$ cat src/rtl/sm_ctrl_pkg.sv
// Shared definitions for the sign-magnitude adder sequencing controller.
//   state_t        : controller phases
//   BTN_*          : bit positions inside the debounced button vector
//   ERR_DISPLAY    : all-ones pattern shown while in ERR (slice to width)
//   is_neg_zero()  : detects -0 so operands can be stored as +0
package sm_ctrl_pkg;

  typedef enum logic [2:0] {
    LOAD_A,
    LOAD_B,
    START,
    WAIT,
    SHOW,
    ERR
  } state_t;

  localparam int BTN_ENTER = 0;
  localparam int BTN_CLEAR = 1;
  localparam int BTN_VIEW  = 2;

  localparam logic [63:0] ERR_DISPLAY = '1;

  // True when v (zero-extended, w bits wide) is sign=1 with a zero magnitude.
  // The caller substitutes all zeros, so -0 and +0 are indistinguishable
  // downstream.
  function automatic logic is_neg_zero(input logic [63:0] v, input int unsigned w);
    logic [63:0] mag_mask;
    mag_mask = (64'd1 << (w - 1)) - 64'd1;
    return v[w-1] && ((v & mag_mask) == 64'd0);
  endfunction

endpackage

$ cat src/rtl/btn_edge_detect.sv
// Rising-edge detector for debounced button levels.
//   clk_i  : clock
//   rst_i  : asynchronous active-high reset
//   lvl_i  : debounced button levels
//   rise_o : one-cycle pulse per bit on a 0->1 transition
// History resets to all ones so a button already held when reset releases
// produces no event until it is released and pressed again.
module btn_edge_detect #(
  parameter int N = 3
) (
  input  logic         clk_i,
  input  logic         rst_i,
  input  logic [N-1:0] lvl_i,
  output logic [N-1:0] rise_o
);

  logic [N-1:0] prev_q;

  always_ff @(posedge clk_i or posedge rst_i) begin
    if (rst_i) prev_q <= '1;
    else       prev_q <= lvl_i;
  end

  assign rise_o = lvl_i & ~prev_q;

endmodule

$ cat src/rtl/sm_adder_ctrl.sv
// Sequencing controller between the button debouncer and the sign-magnitude
// adder datapath.
//   clk_100Mhz : system clock
//   reset      : asynchronous active-high reset
//   btn_db     : debounced buttons [0]=ENTER [1]=CLEAR [2]=VIEW
//   sw         : switch value, sign-magnitude
//   op_a/op_b  : latched operands to the adder
//   add_start  : one-cycle start pulse to the adder
//   add_done   : adder result valid; add_sum/add_ovf qualified by it
//   disp_val   : value to display (combinational mux)
//   state_led  : one-hot phase [0]=entering A [1]=entering B [2]=result
//   err        : high while in ERR
module sm_adder_ctrl
  import sm_ctrl_pkg::*;
#(
  parameter int WIDTH          = 8,
  parameter int TIMEOUT_CYCLES = 1024
) (
  input  logic             clk_100Mhz,
  input  logic             reset,
  input  logic [2:0]       btn_db,
  input  logic [WIDTH-1:0] sw,
  output logic [WIDTH-1:0] op_a,
  output logic [WIDTH-1:0] op_b,
  output logic             add_start,
  input  logic             add_done,
  input  logic [WIDTH-1:0] add_sum,
  input  logic             add_ovf,
  output logic [WIDTH-1:0] disp_val,
  output logic [2:0]       state_led,
  output logic             err
);

  localparam int CNT_W = $clog2(TIMEOUT_CYCLES);
  localparam logic [CNT_W-1:0] CNT_LAST = CNT_W'(TIMEOUT_CYCLES - 1);

  logic [2:0]       rise;
  logic [WIDTH-1:0] sw_canon;

  state_t           state_q, state_d;
  logic [WIDTH-1:0] op_a_q, op_a_d;
  logic [WIDTH-1:0] op_b_q, op_b_d;
  logic [WIDTH-1:0] result_q, result_d;
  logic             view_q, view_d;
  logic [CNT_W-1:0] cnt_q, cnt_d;
  logic [2:0]       led_q, led_d;
  logic             add_start_q;
  logic             err_q;

  btn_edge_detect #(.N(3)) u_edge (
    .clk_i  (clk_100Mhz),
    .rst_i  (reset),
    .lvl_i  (btn_db),
    .rise_o (rise)
  );

  assign sw_canon = is_neg_zero(64'(sw), WIDTH) ? '0 : sw;

  always_comb begin
    state_d  = state_q;
    op_a_d   = op_a_q;
    op_b_d   = op_b_q;
    result_d = result_q;
    view_d   = view_q;
    cnt_d    = cnt_q;

    if (rise[BTN_CLEAR]) begin
      state_d  = LOAD_A;
      op_a_d   = '0;
      op_b_d   = '0;
      result_d = '0;
      view_d   = 1'b0;
    end else begin
      unique case (state_q)
        LOAD_A: begin
          if (rise[BTN_ENTER]) begin
            op_a_d  = sw_canon;
            state_d = LOAD_B;
          end
        end
        LOAD_B: begin
          if (rise[BTN_ENTER]) begin
            op_b_d  = sw_canon;
            state_d = START;
            // Counter holds 0 during the start-pulse cycle and counts cycles
            // since the pulse from then on, so ERR lands exactly
            // TIMEOUT_CYCLES cycles after add_start rose.
            cnt_d   = '0;
          end
        end
        START: begin
          state_d = WAIT;
          cnt_d   = cnt_q + 1'b1;
        end
        WAIT: begin
          cnt_d = cnt_q + 1'b1;
          if (add_done) begin
            if (add_ovf) begin
              state_d = ERR;
            end else begin
              result_d = add_sum;
              state_d  = SHOW;
            end
          end else if (cnt_q == CNT_LAST) begin
            state_d = ERR;
          end
        end
        SHOW: begin
          if (rise[BTN_ENTER]) begin
            state_d = LOAD_A;
            view_d  = 1'b0;
          end else if (rise[BTN_VIEW]) begin
            view_d = ~view_q;
          end
        end
        ERR: begin
          if (rise[BTN_ENTER]) state_d = LOAD_A;
        end
        default: state_d = LOAD_A;
      endcase
    end
  end

  always_comb begin
    led_d = 3'b000;
    unique case (state_d)
      LOAD_A:  led_d = 3'b001;
      LOAD_B:  led_d = 3'b010;
      SHOW:    led_d = 3'b100;
      default: led_d = 3'b000;
    endcase
  end

  // Status outputs are registered from the next state so they change on the
  // same edge as the state itself.
  always_ff @(posedge clk_100Mhz or posedge reset) begin
    if (reset) begin
      state_q     <= LOAD_A;
      op_a_q      <= '0;
      op_b_q      <= '0;
      result_q    <= '0;
      view_q      <= 1'b0;
      cnt_q       <= '0;
      led_q       <= 3'b001;
      add_start_q <= 1'b0;
      err_q       <= 1'b0;
    end else begin
      state_q     <= state_d;
      op_a_q      <= op_a_d;
      op_b_q      <= op_b_d;
      result_q    <= result_d;
      view_q      <= view_d;
      cnt_q       <= cnt_d;
      led_q       <= led_d;
      add_start_q <= (state_d == START);
      err_q       <= (state_d == ERR);
    end
  end

  // Display blanks while reset is held; otherwise follows the phase.
  always_comb begin
    disp_val = '0;
    if (!reset) begin
      unique case (state_q)
        LOAD_A, LOAD_B: disp_val = sw;
        START, WAIT:    disp_val = op_b_q;
        SHOW:           disp_val = view_q ? op_a_q : result_q;
        ERR:            disp_val = ERR_DISPLAY[WIDTH-1:0];
        default:        disp_val = '0;
      endcase
    end
  end

  assign op_a      = op_a_q;
  assign op_b      = op_b_q;
  assign add_start = add_start_q;
  assign state_led = led_q;
  assign err       = err_q;

endmodule
$ cat config.mk
export PLATFORM = sky130hd
export DESIGN_NAME = sm_adder_ctrl
export DESIGN_NICKNAME = d
export VERILOG_FILES = /design/src/rtl/sm_ctrl_pkg.sv /design/src/rtl/btn_edge_detect.sv /design/src/rtl/sm_adder_ctrl.sv
export SDC_FILE = /design/constraint.sdc
export NUM_CORES = 1
export LEC_CHECK = 0
export ABC_AREA = 0
export BUFFER_PORTS_ARGS = -buffer_cell sky130_fd_sc_hd__buf_2
export CORE_MARGIN = 3
export CORE_UTILIZATION = 50
export CTS_CLUSTER_DIAMETER = 150
export CTS_CLUSTER_SIZE = 30
export DETAILED_ROUTE_END_ITERATION = 8
export PLACE_DENSITY = 0.74
export SLEW_MARGIN = 20
export SYNTH_ARGS = -nofsm -noshare
export SYNTH_HDL_FRONTEND = slang
export SYNTH_SLANG_ARGS = --single-unit
$ cat constraint.sdc
create_clock -name clk_100Mhz -period 2.9 [get_ports clk_100Mhz]
set_clock_uncertainty 0.2 [all_clocks]
set_input_delay 0.58 -clock clk_100Mhz [delete_from_list [all_inputs] [get_ports clk_100Mhz]]
set_output_delay 0.58 -clock clk_100Mhz [all_outputs]
set_load 0.01 [all_outputs]
==> flow_metrics.env, run 1 <==
export IMPL_setup_violations_final=0
export IMPL_arrival_ns=1.90
export IMPL_hold_viol_final=0
export IMPL_cp_slowest_cell="nor3b_2"
export IMPL_path_clk_slew_ns=0.08
export IMPL_hpwl_um=4330
export IMPL_h_tree_depth=2
export IMPL_place_gp_congestion=0.840
export IMPL_peakVddDrop_mv=0.301
export IMPL_drive_gt1_share_pct=30.6
export IMPL_dieArea_mm2=0.00586
export IMPL_post_drt_wl_per_cell_um=15.8
export IMPL_first_global_vias=1968
export IMPL_seq_power_share_pct=45.4
export IMPL_drc=0
export IMPL_fp_dieW_um=76.6
export IMPL_cts_hold_buffers=0
export IMPL_finalNetCount=330
export IMPL_drtPass1Iterations=4
export IMPL_routed_wl_um=5900
export IMPL_cts_sinks=46
export IMPL_syn_nets=278
export IMPL_p_comb_share_pct=33.8
export IMPL_slew_viol_final=0
export IMPL_wl_met1_um=2730
export IMPL_nFillCells=450
export IMPL_ys_async_sr_fraction_pct=100
export IMPL_ys_flop_type="dfrtp_1"
export IMPL_route_vias_total=2113
export IMPL_required_ns=2.12
export IMPL_synth_area_leaders="dfrtp_1, mux2i_1, a21oi_1, nor2_1, dfstp_2"
export IMPL_critical_path_max_fanout=16
export IMPL_ctsRootBufferMaster="clkbuf_8"
export IMPL_clk_path_buf_depth=2
export IMPL_cp_cell_sequence="nor3b_2, a221oi_1, nor2_1, buf_2"
export IMPL_period_needed_ns=2.68
export IMPL_p_clk_share_pct=20.8
export IMPL_start_util_pct=52.4
export IMPL_topRoutingLayerUsed="met4"
export IMPL_status="finished, final reports clean"
export IMPL_power_leakage_uw=0.00132
export IMPL_rsz0062_at_grt="no"
export IMPL_most_common_layout_cells="buf_2, dfrtp_1, nor2_1"
export IMPL_powerDensity_mw_per_mm2=662
export IMPL_yosysSeqAreaShare_pct=46.4
export IMPL_worst_path_largest_cell_delay_ns=0.57
export IMPL_cts_tree="yes"
export IMPL_grt_antenna_before_repair=0
export IMPL_path_class="register to primary output"
export IMPL_p_sw_uw=702
export IMPL_final_common_cell="buf_2"
export IMPL_max_cap_viol_count=0
export IMPL_yosys_warnings=0
export IMPL_routed_wl_met2_um=2700
export IMPL_rows=25
export IMPL_diodes=0
export IMPL_p_sw_share_pct=36.7
export IMPL_timing_setup_tns_ns=0
export IMPL_cts_resized=0
export IMPL_grt_util_all_layers_pct=21.0
export IMPL_grt_max_degree=47
export IMPL_min_path_type="input port to register"
export IMPL_synth_distinct_cells=47
export IMPL_grt_pass1_wl_um=9830
export IMPL_syn_inst=254
export IMPL_grt_overflow_total=0
export IMPL_area_delta_synth_final_pct=16.0
export IMPL_io_pins=52
export IMPL_yosys_area_top_type_share_pct=42.2
export IMPL_core_mm2=0.00475
export IMPL_end_kind="primary output"
export IMPL_port_buffer_count=51
export IMPL_avgSynthCellArea_um2=9.80
export IMPL_fmax_mhz=373
export IMPL_tightestPinTransition_ns=0.620
export IMPL_power_uw=1910
export IMPL_synth_top_cell_by_area="dfrtp_1"
export IMPL_synth_edf_count=0
export IMPL_synth_seq_cells=46
export IMPL_drt_iter0_markers=92
export IMPL_cts_made_buffers=5
export IMPL_syn_cell_area_mm2=0.00249
export IMPL_cts_setup_buffers=0
export IMPL_dr_wl_met3_um=346
export IMPL_viasPerCell=5.65
export IMPL_slew_headroom_pct=58.5
export IMPL_antenna_left=0
export IMPL_start_kind="register"
export IMPL_worstSkewPairLatency_ns=0.30
export IMPL_internal_power_uw=1210
export IMPL_min_period_over_period_pct=92.5
export IMPL_die_h_um=76.6
## kinds of logic after synthesis
kind of cell               share of synthesized area (%)
AOI/OAI and AO/OA                                   13.6
DFF                                                 46.4
xor gates and xnor gates                           0.352
muxes                                               11.3
and+or+nand+nor                                     22.9
buffers and inverters                               4.97
adders and majority gates                          0.502
## critical path, delay by kind of cell (launching register included)
kind | cells | cell delay, ns
DFF | 1 | 0.56
buffers and inverters | 1 | 0.15
and+or+nand+nor | 2 | 0.73
AOI/OAI and AO/OA | 1 | 0.17
## layout make-up
class | count | area [um^2] | area share, %
clock buffers | 7 | 86.3 | 2.99
well taps | 67 | 83.8 | 2.90
inverters | 5 | 22.5 | 0.780
clock inverters | 1 | 5.00 | 0.173
flip-flops and latches | 46 | 1160 | 40.0
multi-input cells | 188 | 1210 | 42.0
repair buffers | 60 | 323 | 11.2
## metal layers
layer  track usage (%)  vias to the layer above
li1                  -                     1014
met1              30.8                     1014
met2              30.7                       72
met3              3.55                       13
met4              8.51                        0
met5                 0                        -
## per-stage QoR
| step | utilization, % | hold slack [ns] | setup slack [ns] | instance area [um^2] | std cells |
|---|---|---|---|---|---|
| 6_report | 60.8 | 0.196 | 0.216 | 2890 | 374 |
| 4_1_cts | 60.8 | 0.188 | 0.244 | 2890 | 374 |
| 3_5_place_dp | 58.8 | 0.296 | 0.578 | 2800 | 366 |
| 3_3_place_gp | 58.8 | 0.290 | 0.611 | 2800 | 366 |
| 5_1_grt | 60.8 | 0.186 | 0.0309 | 2890 | 374 |
| 2_1_floorplan | - | 0.268 | 0.367 | 2490 | 254 |
## path summary, 6_finish.rpt
path                             from                to  slack, ns  cells past startpoint
setup / recovery           state_q[0]       disp_val[1]       0.22                      4
hold / removal              btn_db[1]  u_edge.prev_q[1]       0.20                      1
setup reg to reg           state_q[0]          cnt_q[6]       0.76                      5
hold reg to reg              cnt_q[8]          cnt_q[8]       0.30                      1
max in group asynchronous       reset       result_q[7]       1.83                      3
min in group asynchronous       reset           op_b[2]       0.28                      3
## flip-flops by register name, indices dropped and copies added (netlist names), 3 cells and up
| register | count |
|---|---|
| u_edge.prev_q | 3 |
| op_b | 8 |
| op_a | 8 |
| result_q | 8 |
| state_led | 3 |
| cnt_q | 10 |
| state_q | 3 |
## cells in the mapped netlist (2+ instances only)
cell type  number
buf_6           2
o211ai_1        2
buf_2           3
nand3_1        20
clkbuf_1        6
o21ai_0         9
nor3b_1         3
a21oi_1        22
nor2b_1         4
mux2i_1        19
nor3b_2         3
nor2_1         29
clkbuf_8        3
dfstp_2         4
a221oi_1        9
mux2_2          8
nand2_1        26
dfrtp_1        42
nand3b_1        2
inv_1           5
o31ai_1         2
or4_1           2
or3_1           4
o21a_1          2
## power groups by stage
stage	combinational [uW]	clock, uW	sequential, uW
after floorplan	464	0	855
after global placement	637	0	874
after detailed placement	648	0	878
after CTS	647	416	866
after global routing	715	442	888
final	647	399	868
Note: power is estimated with default switching activity, not from simulation.
==> inputs of run 2 (changes only) <==
RECOVER_POWER = 50   (was not set)
==> run 2 against run 1 <==
  * Wire length is essentially flat
  * Count of clock-buffer cells in the layout unchanged
  * Critical endpoint unchanged
  * Largest cell class unchanged
  * Critical path type unchanged
  * Core utilization is 0.47 points lower
==> flow_metrics.env, run 2 (synthesis results as in run 1) <==
export IMPL_status="finished, final reports clean"
export IMPL_powerDensity_mw_per_mm2=664
export IMPL_min_path_type="input port to register"
export IMPL_route_vias_total=2116
export IMPL_final_cells=374
export IMPL_antenna_left=0
export IMPL_cts_tree="yes"
export IMPL_min_period_over_period_pct=92.7
export IMPL_rsz0062_at_grt="no"
export IMPL_slew_viol_final=0
export IMPL_fin_area_mm2=0.00287
export IMPL_area_delta_synth_final_pct=15.1
export IMPL_multi_input_area_mm2=0.00121
export IMPL_power_leakage_uw=0.00127
export IMPL_finalNetCount=330
export IMPL_worst_r2r_endpoint="cnt_q[6]"
export IMPL_h_tree_depth=2
export IMPL_cts_made_buffers=5
export IMPL_drive_gt1_share_pct=26.1
export IMPL_core_mm2=0.00475
export IMPL_end_kind="primary output"
export IMPL_r2r_start="state_q[0]"
export IMPL_grt_pass1_wl_um=9830
export IMPL_worstSkewPairLatency_ns=0.30
export IMPL_grt_max_degree=47
export IMPL_drc=0
export IMPL_cts_resized=0
export IMPL_top_register="cnt_q"
export IMPL_nFillCells=458
export IMPL_tightestPinTransition_ns=1.12
export IMPL_worst_path_largest_cell_delay_ns=0.59
export IMPL_io_pins=52
export IMPL_utilization_pct=60.3
export IMPL_path_class="register to primary output"
export IMPL_final_seq_area_mm2=0.00116
export IMPL_clk_path_buf_depth=2
export IMPL_die_h_um=76.6
export IMPL_whs_endpoint="u_edge.prev_q[1]"
export IMPL_post_drt_wl_per_cell_um=15.8
export IMPL_timing_final_ws_setup_ns=0.211
export IMPL_period_needed_ns=2.69
export IMPL_most_common_layout_cells="dfrtp_1, buf_2, nor2_1"
export IMPL_cp_slowest_cell="nor3b_2"
export IMPL_start_kind="register"
export IMPL_first_global_vias=1968
export IMPL_place_area_mm2=0.00280
export IMPL_grt_util_all_layers_pct=21.0
export IMPL_r2r_cells=5
export IMPL_path_clk_slew_ns=0.08
export IMPL_grt_overflow_total=0
export IMPL_fp_dieW_um=76.6
export IMPL_arrival_ns=1.91
export IMPL_rows=25
export IMPL_cts_sinks=46
export IMPL_ctsRootBufferMaster="clkbuf_8"
export IMPL_viasPerCell=5.66
export IMPL_r2r_slack_ns=0.76
export IMPL_cts_hold_buffers=0
export IMPL_hpwl_um=4330
export IMPL_hold_start="btn_db[1]"
export IMPL_dieArea_mm2=0.00586
export IMPL_post_place_cells=366
export IMPL_largest_reg_flops=10
export IMPL_cp_cell_sequence="nor3b_2, a221oi_1, nor2_1, buf_2"
export IMPL_setup_violations_final=0
export IMPL_max_cap_viol_count=0
export IMPL_drt_iter0_markers=116
export IMPL_place_gp_congestion=0.840
export IMPL_grt_antenna_before_repair=0
export IMPL_peakVddDrop_mv=0.301
export IMPL_port_buffer_count=51
export IMPL_place_ws_ns=0.578
export IMPL_min_path_cells=1
export IMPL_diodes=0
export IMPL_fmax_mhz=372
export IMPL_slew_headroom_pct=25.0
export IMPL_timing_setup_tns_ns=0
export IMPL_required_ns=2.12
export IMPL_routed_wl_um=5900
export IMPL_start_util_pct=52.4
export IMPL_drtPass1Iterations=4
export IMPL_cts_setup_buffers=0
export IMPL_final_common_cell="dfrtp_1"
export IMPL_critical_path_max_fanout=16
export IMPL_hold_viol_final=0
-- run 2: cell count changes in the layout (fill, tap and decap cells not counted) --
cell,previous run,this run
buf_2,51,37
clkbuf_1,1,15
buf_4,9,8
clkbuf_2,0,1
clkinvlp_2,0,1
clkinvlp_4,1,0
-- run 2: where the power goes --
group	internal (uW)	switching (uW)
Clock	192	207
Combinational	258	376
Sequential	751	119
Total	1200	702
-- run 2: final cells by class --
type,instances,share of cell area (%)
Sequential cell,46,40.3
Multi-Input combinational cell,188,42.3
Clock inverter,1,0.175
Tap cell,67,2.92
Inverter,5,0.698
Clock buffer,7,3.01
Timing Repair Buffer,60,10.6
-- run 2: stage by stage --
step	hold slack, ns	total power (uW)
after global routing	0.187	2040
after detailed placement	0.296	1530
after global placement	0.290	1510
after CTS	0.188	1930
after floorplan	0.268	1320
final	0.189	1900
-- run 2: worst max-delay path by stage --
stage                    start     endpoint  slack, ns
floorplan                reset  disp_val[0]       0.37
finish              state_q[0]  disp_val[1]       0.21
CTS                 state_q[0]  disp_val[7]       0.24
global route        state_q[0]  disp_val[1]       0.03
global placement    state_q[0]  disp_val[7]       0.61
detailed placement  state_q[0]  disp_val[7]       0.58
-- run 2: worst max-delay path, delay by kind of cell, from the launching register on --
| family | cells | cell delay (ns) |
|---|---|---|
| buf+inv | 1 | 0.15 |
| simple gates | 2 | 0.75 |
| flops | 1 | 0.56 |
| compound gates | 1 | 0.16 |
-- run 2: routing by layer --
layer | wire (um) | vias to the layer above | track usage [%]
li1 | - | 1014 | -
met1 | 2650 | 1007 | 30.8
met2 | 2680 | 81 | 30.7
met3 | 436 | 14 | 3.55
met4 | 138 | 0 | 8.51
met5 | 0 | - | 0
==> inputs of run 3 (changes only) <==
ABC_AREA = not set   (was 0)
clock period = 3.1 ns   (was 2.9 ns; I/O delays follow)
==> run 3 against run 2 <==
  * Wire length is 1.3% higher
  * Critical path depth did not move
  * Critical endpoint is now disp_val[7]
  * Non-clock buffer count shrank 1
  * Register-to-register slack improved by 0.06 ns
  * Via count grew 0.14%
==> flow_metrics.env, run 3 (synthesis results as in run 1) <==
export IMPL_path_clk_slew_ns=0.08
export IMPL_start_kind="register"
export IMPL_path_class="register to primary output"
export IMPL_dieArea_mm2=0.00586
export IMPL_whs_ns=0.232
export IMPL_hpwl_um=4380
export IMPL_worstSkewPairLatency_ns=0.29
export IMPL_start_util_pct=52.4
export IMPL_peakVddDrop_mv=0.364
export IMPL_cts_sinks=46
export IMPL_grt_max_degree=47
export IMPL_drtPass1Iterations=4
export IMPL_largest_reg_flops=10
export IMPL_drc=0
export IMPL_cts_made_buffers=5
export IMPL_clk_path_buf_depth=2
export IMPL_slew_headroom_pct=22.4
export IMPL_power_leakage_uw=0.00128
export IMPL_period_needed_ns=2.76
export IMPL_end_kind="primary output"
export IMPL_timing_setup_tns_ns=0
export IMPL_cts_resized=0
export IMPL_fp_dieW_um=76.6
export IMPL_rows=25
export IMPL_h_tree_depth=2
export IMPL_r2r_cells=5
export IMPL_cts_hold_buffers=0
export IMPL_cts_tree="yes"
export IMPL_cts_setup_buffers=0
export IMPL_finalNetCount=329
export IMPL_powerDensity_mw_per_mm2=635
export IMPL_critical_path_max_fanout=16
export IMPL_fmax_mhz=362
export IMPL_core_mm2=0.00475
export IMPL_min_path_type="input port to register"
export IMPL_area_delta_synth_final_pct=15.5
export IMPL_grt_overflow_total=0
export IMPL_io_pins=52
export IMPL_post_drt_wl_per_cell_um=16.0
export IMPL_top_register="cnt_q"
export IMPL_place_gp_congestion=0.864
export IMPL_r2r_start="state_q[1]"
export IMPL_setup_violations_final=0
export IMPL_diodes=0
export IMPL_worst_r2r_endpoint="cnt_q[3]"
export IMPL_status="finished, final reports clean"
export IMPL_min_path_cells=1
export IMPL_viasPerCell=5.68
export IMPL_r2r_slack_ns=0.82
export IMPL_first_global_vias=2066
export IMPL_most_common_layout_cells="dfrtp_1, buf_2, nor2_1"
export IMPL_final_common_cell="dfrtp_1"
export IMPL_max_cap_viol_count=0
export IMPL_slew_viol_final=0
export IMPL_route_vias_total=2119
export IMPL_routed_wl_um=5980
export IMPL_grt_pass1_wl_um=10100
export IMPL_post_place_cells=365
export IMPL_nFillCells=432
export IMPL_die_h_um=76.6
export IMPL_whs_endpoint="u_edge.prev_q[1]"
export IMPL_ctsRootBufferMaster="clkbuf_8"
export IMPL_required_ns=2.28
export IMPL_grt_util_all_layers_pct=21.1
export IMPL_hold_viol_final=0
export IMPL_port_buffer_count=51
export IMPL_hold_start="btn_db[1]"
export IMPL_antenna_left=0
export IMPL_min_period_over_period_pct=89.0
export IMPL_tightestPinTransition_ns=1.16
export IMPL_final_cells=373
export IMPL_grt_antenna_before_repair=0
export IMPL_drive_gt1_share_pct=25.8
export IMPL_arrival_ns=1.94
export IMPL_drt_iter0_markers=144
export IMPL_rsz0062_at_grt="no"
## run 3: changes by cell type in the layout (fill, tap and decap cells not counted), sizes merged
cell,delta
buf,-1
clkbuf,+1
clkinv,-1
clkinvlp,-1
inv,+1
## run 3: power breakdown
group	switching (uW)	internal, uW	total [uW]	leakage [uW]
registers	115	702	817	0.000617
clock network	192	225	417	0.0000575
logic	352	240	592	0.000606
## run 3: area by class of cell
class | count | area, um^2 | area share [%]
Multi-Input combinational cell | 188 | 1210 | 42.1
Sequential cell | 46 | 1160 | 40.2
Timing Repair Buffer | 59 | 295 | 10.3
Clock buffer | 8 | 110 | 3.83
Tap cell | 67 | 83.8 | 2.91
Inverter | 5 | 18.8 | 0.652
## run 3: how the worst max path moves through the flow
stage	startpoint	to	slack, ns
global route	state_q[0]	disp_val[7]	0.16
floorplan	reset	disp_val[0]	0.04
global placement	state_q[0]	disp_val[7]	0.77
finish	state_q[0]	disp_val[7]	0.34
CTS	state_q[0]	disp_val[7]	0.37
detailed placement	state_q[0]	disp_val[7]	0.71
## run 3: layer usage
layer	global-route usage [%]	vias to the layer above	routed length (um)
li1	-	1009	-
met2	32.8	64	2770
met1	30.5	1036	2770
met5	0	-	0
met3	3.31	10	349
met4	6.34	0	91
## run 3: per-stage QoR
step / power [uW] / area, um^2 / util, % / worst slack [ns]
2_1_floorplan: 1230 / 2490 / - / 0.0422
3_3_place_gp: 1410 / 2790 / 58.6 / 0.772
3_5_place_dp: 1430 / 2790 / 58.6 / 0.713
4_1_cts: 1840 / 2900 / 60.9 / 0.374
5_1_grt: 1950 / 2880 / 60.5 / 0.164
6_report: 1830 / 2880 / 60.5 / 0.341
## run 3: critical path, cell delays in order (launching register included)
cell      delay, ns
dfrtp_1        0.56
nor3b_2        0.58
a221oi_1       0.18
nor2_1         0.17
buf_2          0.16
